$ cat src/rtl/vector_scalar_mult.sv
// vector_scalar_mult: handshaked signed vector-by-scalar multiply with TILING multipliers per cycle and overflow flag
module vector_scalar_mult #(
  parameter int VECTOR_LEN        = 5,
  parameter int A_CELL_WIDTH      = 8,
  parameter int B_CELL_WIDTH      = 8,
  parameter int RESULT_CELL_WIDTH = 8,
  parameter int FRACTION_WIDTH    = 0,
  parameter int TILING            = 2
) (
  input  logic                                  clk,
  input  logic                                  rst,
  input  logic [VECTOR_LEN*A_CELL_WIDTH-1:0]    a,
  input  logic                                  a_valid,
  output logic                                  a_ready,
  input  logic [B_CELL_WIDTH-1:0]               b,
  input  logic                                  b_valid,
  output logic                                  b_ready,
  output logic [VECTOR_LEN*RESULT_CELL_WIDTH-1:0] result,
  output logic                                  result_valid,
  input  logic                                  result_ready,
  output logic                                  error
);
  localparam int P  = A_CELL_WIDTH + B_CELL_WIDTH;
  localparam int W  = P + RESULT_CELL_WIDTH;
  localparam int CW = $clog2(VECTOR_LEN + TILING) + 1;
  typedef enum logic [1:0] {IDLE, CALC, DONE} state_t;
  state_t state;
  logic [VECTOR_LEN*A_CELL_WIDTH-1:0] a_buf;
  logic signed [B_CELL_WIDTH-1:0] b_buf;
  logic a_set, b_set;
  logic [CW-1:0] counter;
  logic [TILING-1:0] hit, ovf;
  logic [TILING-1:0][RESULT_CELL_WIDTH-1:0] prod_q;
  assign a_ready = state == IDLE && !a_set;
  assign b_ready = state == IDLE && !b_set;
  assign result_valid = state == DONE;
  for (genvar t = 0; t < TILING; t++) begin : g_mul
    logic [CW-1:0] idx, sel;
    logic signed [A_CELL_WIDTH-1:0] a_el;
    logic signed [P-1:0] prod;
    logic signed [W-1:0] ext, shr;
    assign idx = counter + CW'(t);
    assign hit[t] = idx < CW'(VECTOR_LEN);
    assign sel = hit[t] ? idx : '0;
    assign a_el = a_buf[sel*A_CELL_WIDTH +: A_CELL_WIDTH];
    assign prod = P'(a_el) * P'(b_buf);
    assign ext = {{RESULT_CELL_WIDTH{prod[P-1]}}, prod};
    assign shr = ext >>> FRACTION_WIDTH;
    assign ovf[t] = hit[t] && !(&shr[W-1:RESULT_CELL_WIDTH-1] || !(|shr[W-1:RESULT_CELL_WIDTH-1]));
    assign prod_q[t] = shr[RESULT_CELL_WIDTH-1:0];
  end
  // operand capture, run sequencing and result/error accumulation
  always_ff @(posedge clk) begin
    if (rst) begin
      state   <= IDLE;
      counter <= '0;
      a_set   <= 1'b0;
      b_set   <= 1'b0;
      a_buf   <= '0;
      b_buf   <= '0;
      result  <= '0;
      error   <= 1'b0;
    end else begin
      case (state)
        IDLE: begin
          if (a_valid && a_ready) begin
            a_buf <= a;
            a_set <= 1'b1;
          end
          if (b_valid && b_ready) begin
            b_buf <= b;
            b_set <= 1'b1;
          end
          if (a_set && b_set) begin
            state   <= CALC;
            result  <= '0;
            counter <= '0;
            error   <= 1'b0;
          end
        end
        CALC: begin
          for (int j = 0; j < TILING; j++)
            if (hit[j]) result[(int'(counter) + j)*RESULT_CELL_WIDTH +: RESULT_CELL_WIDTH] <= prod_q[j];
          error   <= error | (|ovf);
          counter <= counter + CW'(TILING);
          if (counter + CW'(TILING) >= CW'(VECTOR_LEN)) state <= DONE;
        end
        default: begin
          if (result_ready) begin
            state <= IDLE;
            a_set <= 1'b0;
            b_set <= 1'b0;
          end
        end
      endcase
    end
  end
endmodule
$ cat config.mk
export PLATFORM = sky130hd
export DESIGN_NAME = vector_scalar_mult
export DESIGN_NICKNAME = d
export VERILOG_FILES = /design/src/rtl/vector_scalar_mult.sv
export SDC_FILE = /design/constraint.sdc
export NUM_CORES = 1
export LEC_CHECK = 0
export BUFFER_PORTS_ARGS = -buffer_cell sky130_fd_sc_hd__buf_4
export CORE_ASPECT_RATIO = 0.6
export CORE_MARGIN = 8
export CORE_UTILIZATION = 36
export DETAILED_ROUTE_END_ITERATION = 10
export SLEW_MARGIN = 0
export SYNTH_ARGS = -nofsm -noshare
export SYNTH_HDL_FRONTEND = slang
export SYNTH_SLANG_ARGS = --single-unit
$ cat constraint.sdc
create_clock -name clk -period 6.8 [get_ports clk]
set_input_delay 1.36 -clock clk [delete_from_list [all_inputs] [get_ports clk]]
set_output_delay 1.36 -clock clk [all_outputs]
set_load 0.03 [all_outputs]
==> metrics.md <==
| Metric | Value |
|---|---|
| Share of layout cells above drive strength 1 | 0.125 |
| Fin. max-slew vios | 0 |
| Nets@finish | between 1k and 1.5k |
| Avg Inst Size Synth | 8.39 sq um |
| Routed len/inst | 17.1 um |
| DRT iter0 DRCs | 506 |
| Setup-failing EPs final | 0 |
| CP Data Required Time | 7.06 ns |
| Ant. Diodes | 0 |
| Critical path startpoint category | flop |
| Io pins | 97 |
| Die height | 138 um |
| Post-route antenna net violation count | 0 |
| RSZ-0062 raised after global routing | false |
| Predominant post-synthesis flop cell | dfxtp_1 |
| Root Driver | clkbuf_16 |
| Port buffer count | between 90 and 100 |
| Initial Util | 0.369 |
| Clock latency on the worst-skew pair | 0.36 ns |
| DRT Wirelength | 25300 um |
| Worst EP arrival | 6.60 ns |
| R2R Setup Slk | 0.46 ns |
| Syn nets | ~1.3k |
| Cell variety after synth | 50 |
| Sequential share of power | 0.345 |
| Achievable Freq | 158 MHz |
| Setup CP Type | reg2reg |
| Sw frac | 0.383 |
| Final Hold Viols | 0 |
| Routed via count | roughly 7.4k |
| PwrDens | 177 nW/um^2 |
| Layout area overhead | 15.7% |
| Fillers | 2474 |
| Fin util | 0.427 |
| Status | finished, final reports clean |
| Pwr Total | 1.83 mW |
| Hpwl dp | about 20000 um |
| Grt ovf | 0 |
| 1st-pass router iterations | 4 |
| Post-CTS Hold Buffers | 0 |
| Synth warn | 0 |
| Synth async-reset ratio | 0 |
| DR vias/cell | ~5.0 |
| Clk sinks | 96 |
| Initial antenna violation count | 0 |
| Number of CTS-inserted buffers | 9 |
| CTS tree | built |
| CP Max Fanout | 15 |
| H-tree levels | 3 |
| Row count | 44 |
| Post-Syn Instances | 1070 |
| Cell Int Power | 1.13 mW |
| Max Cap Violations | 0 |
| Post-synthesis instance area | 8980 sq um |
| First-pass GRT wire length | slightly above 40000 um |
| Clock-pin slew on the worst setup and hold paths | 0.08 ns |
| Largest net degree at the start of global routing | about 80 |
| Die ar. | 30400 sq um |
| Post-synth EDFFs | 0 |
| CTS Buffer Depth | 2 |
| Final setup TNS | 0 ns |
| Rel. slew slack | 0.368 |
| HP Class | reg2reg |
| Clk_skew | 0.0136 ns |
| Slew @ Worst Pin | 0.938 ns |
| Leak pwr | 4.62 nW |
| Final Cycle Share | 0.932 |
| Psw | 702 uW |
| Routability congestion estimate | 0.839 |
| Clock Power Share | 0.281 |
| Max VDD drop | 0.120 mV |
| Remaining DRCs | 0 |
| Sequential element share of the synthesized area | 0.214 |
| Core area | 24300 sq um |
| All-Layer GR Usage | 0.167 |
| Die W | 220 um |
| Min cycle time layout | ~6.3 ns |
| Comb power frac | 0.374 |
| Vias in the first global route | around 7.4k |
| CP endpoint kind | flop |
| Count of state elements after synthesis | 96 |
==> metrics by stage <==
step	hold WS (ns)	setup slack, ns	cells	instance area, sq um
after floorplan	0.436	0.546	1070	8980
after global placement	0.442	0.538	1465	10100
after detailed placement	0.448	0.464	1465	10100
after CTS	0.458	0.420	1481	10400
after global routing	0.473	0.0228	1481	10400
final	0.458	0.460	1481	10400
==> power by group through the flow <==
stage,sequential (mW),combinational [mW],clock [mW]
3_3_place_gp,0.645,0.673,0
6_report,0.632,0.687,0.516
5_1_grt,0.637,0.775,0.551
3_5_place_dp,0.645,0.682,0
4_1_cts,0.632,0.688,0.527
2_1_floorplan,0.626,0.481,0
==> logic make-up after synthesis <==
family          after synthesis  synth area share
simple gates                382             0.204
buf+inv                     197            0.0862
compound gates              180             0.120
fa+ha+maj                   173             0.333
flops                        96             0.214
xor+xnor                     33            0.0322
mux                           9            0.0100
==> cells in the mapped netlist (all sizes together), types with 8 or more instances <==
master	number	area [sq um]
nand2	151	567
inv	148	556
fa	110	2200
dfxtp	96	1920
a21oi	95	475
ha	63	788
nor2	62	233
and2	45	282
clkbuf	43	181
nor2b	42	263
nand3	25	125
xnor2	22	193
o21ai	18	93.8
nand2b	17	106
nor3	15	75.1
xor2	11	96.3
a22oi	9	67.6
a31oi	9	56.3
a32oi	9	78.8
mux2i	9	90.1
o22ai	8	50.1
==> cells in the final DEF (no fill, tap or decap), types with 16 or more instances in the layout <==
cell type and count:
inv_1 148, a21oi_1 95, nor2b_1 42, fa_1 110, dfxtp_1 96, nand2_1 151
nand2b_1 17, ha_1 63, buf_4 120, nor2_1 62, and2_1 45, xnor2_1 22
o21ai_0 16, nand3_1 25
==> critical path: stages (launching register included) <==
cell     delay (ns)
dfxtp_1        0.54
buf_12         0.20
mux2i_1        0.32
nand2_1        0.15
o21ai_0        0.33
nor2b_1        0.15
fa_1           0.53
inv_1          0.05
fa_1           0.46
fa_1           0.52
fa_1           0.54
inv_1          0.04
ha_1           0.38
a21o_1         0.24
or4_4          0.44
o21ai_2        0.16
xnor2_1        0.09
or3_1          0.37
nor4b_2        0.27
mux2i_1        0.11
a221o_1        0.32
==> registers in the layout, summed over array words and instances, names as in the netlist <==
signal   count
state        2
error        1
result      40
b_set        1
b_buf        8
a_buf       40
counter      3
a_set        1
==> routing by layer <==
metal	wire [um]	part of all wire	GRT usage	vias up
met3	1590	0.063	0.0403	31
met2	10100	0.40	0.223	210
li1	-	-	-	3623
met5	0	0	0	-
met4	547	0.022	0.0462	0
met1	13100	0.52	0.259	3571
==> final cells by class <==
type                            count  area, sq um  share of cell area
Clock buffer                       10          239              0.0230
Clock inverter                      6         57.6             0.00554
Inverter                          149          559              0.0538
Multi-Input combinational cell    777         6290               0.605
Sequential cell                    96         1920               0.185
Tap cell                          322          403              0.0388
Timing Repair Buffer              121          921              0.0886
==> repair_timing <==
item | in CTS | in global routing
endpoints found under the setup margin | 0 | 1
resized for setup | 0 | 1
buffers inserted | 0 | 0
==> worst paths after layout <==
path,to,depth (start not counted),from
min,a_buf[18],2,a_buf[18]
min reg2reg,a_buf[18],2,a_buf[18]
max,error,20,counter[1]
max reg2reg,error,20,counter[1]
No activity file was read; power rests on OpenSTA's default activity.
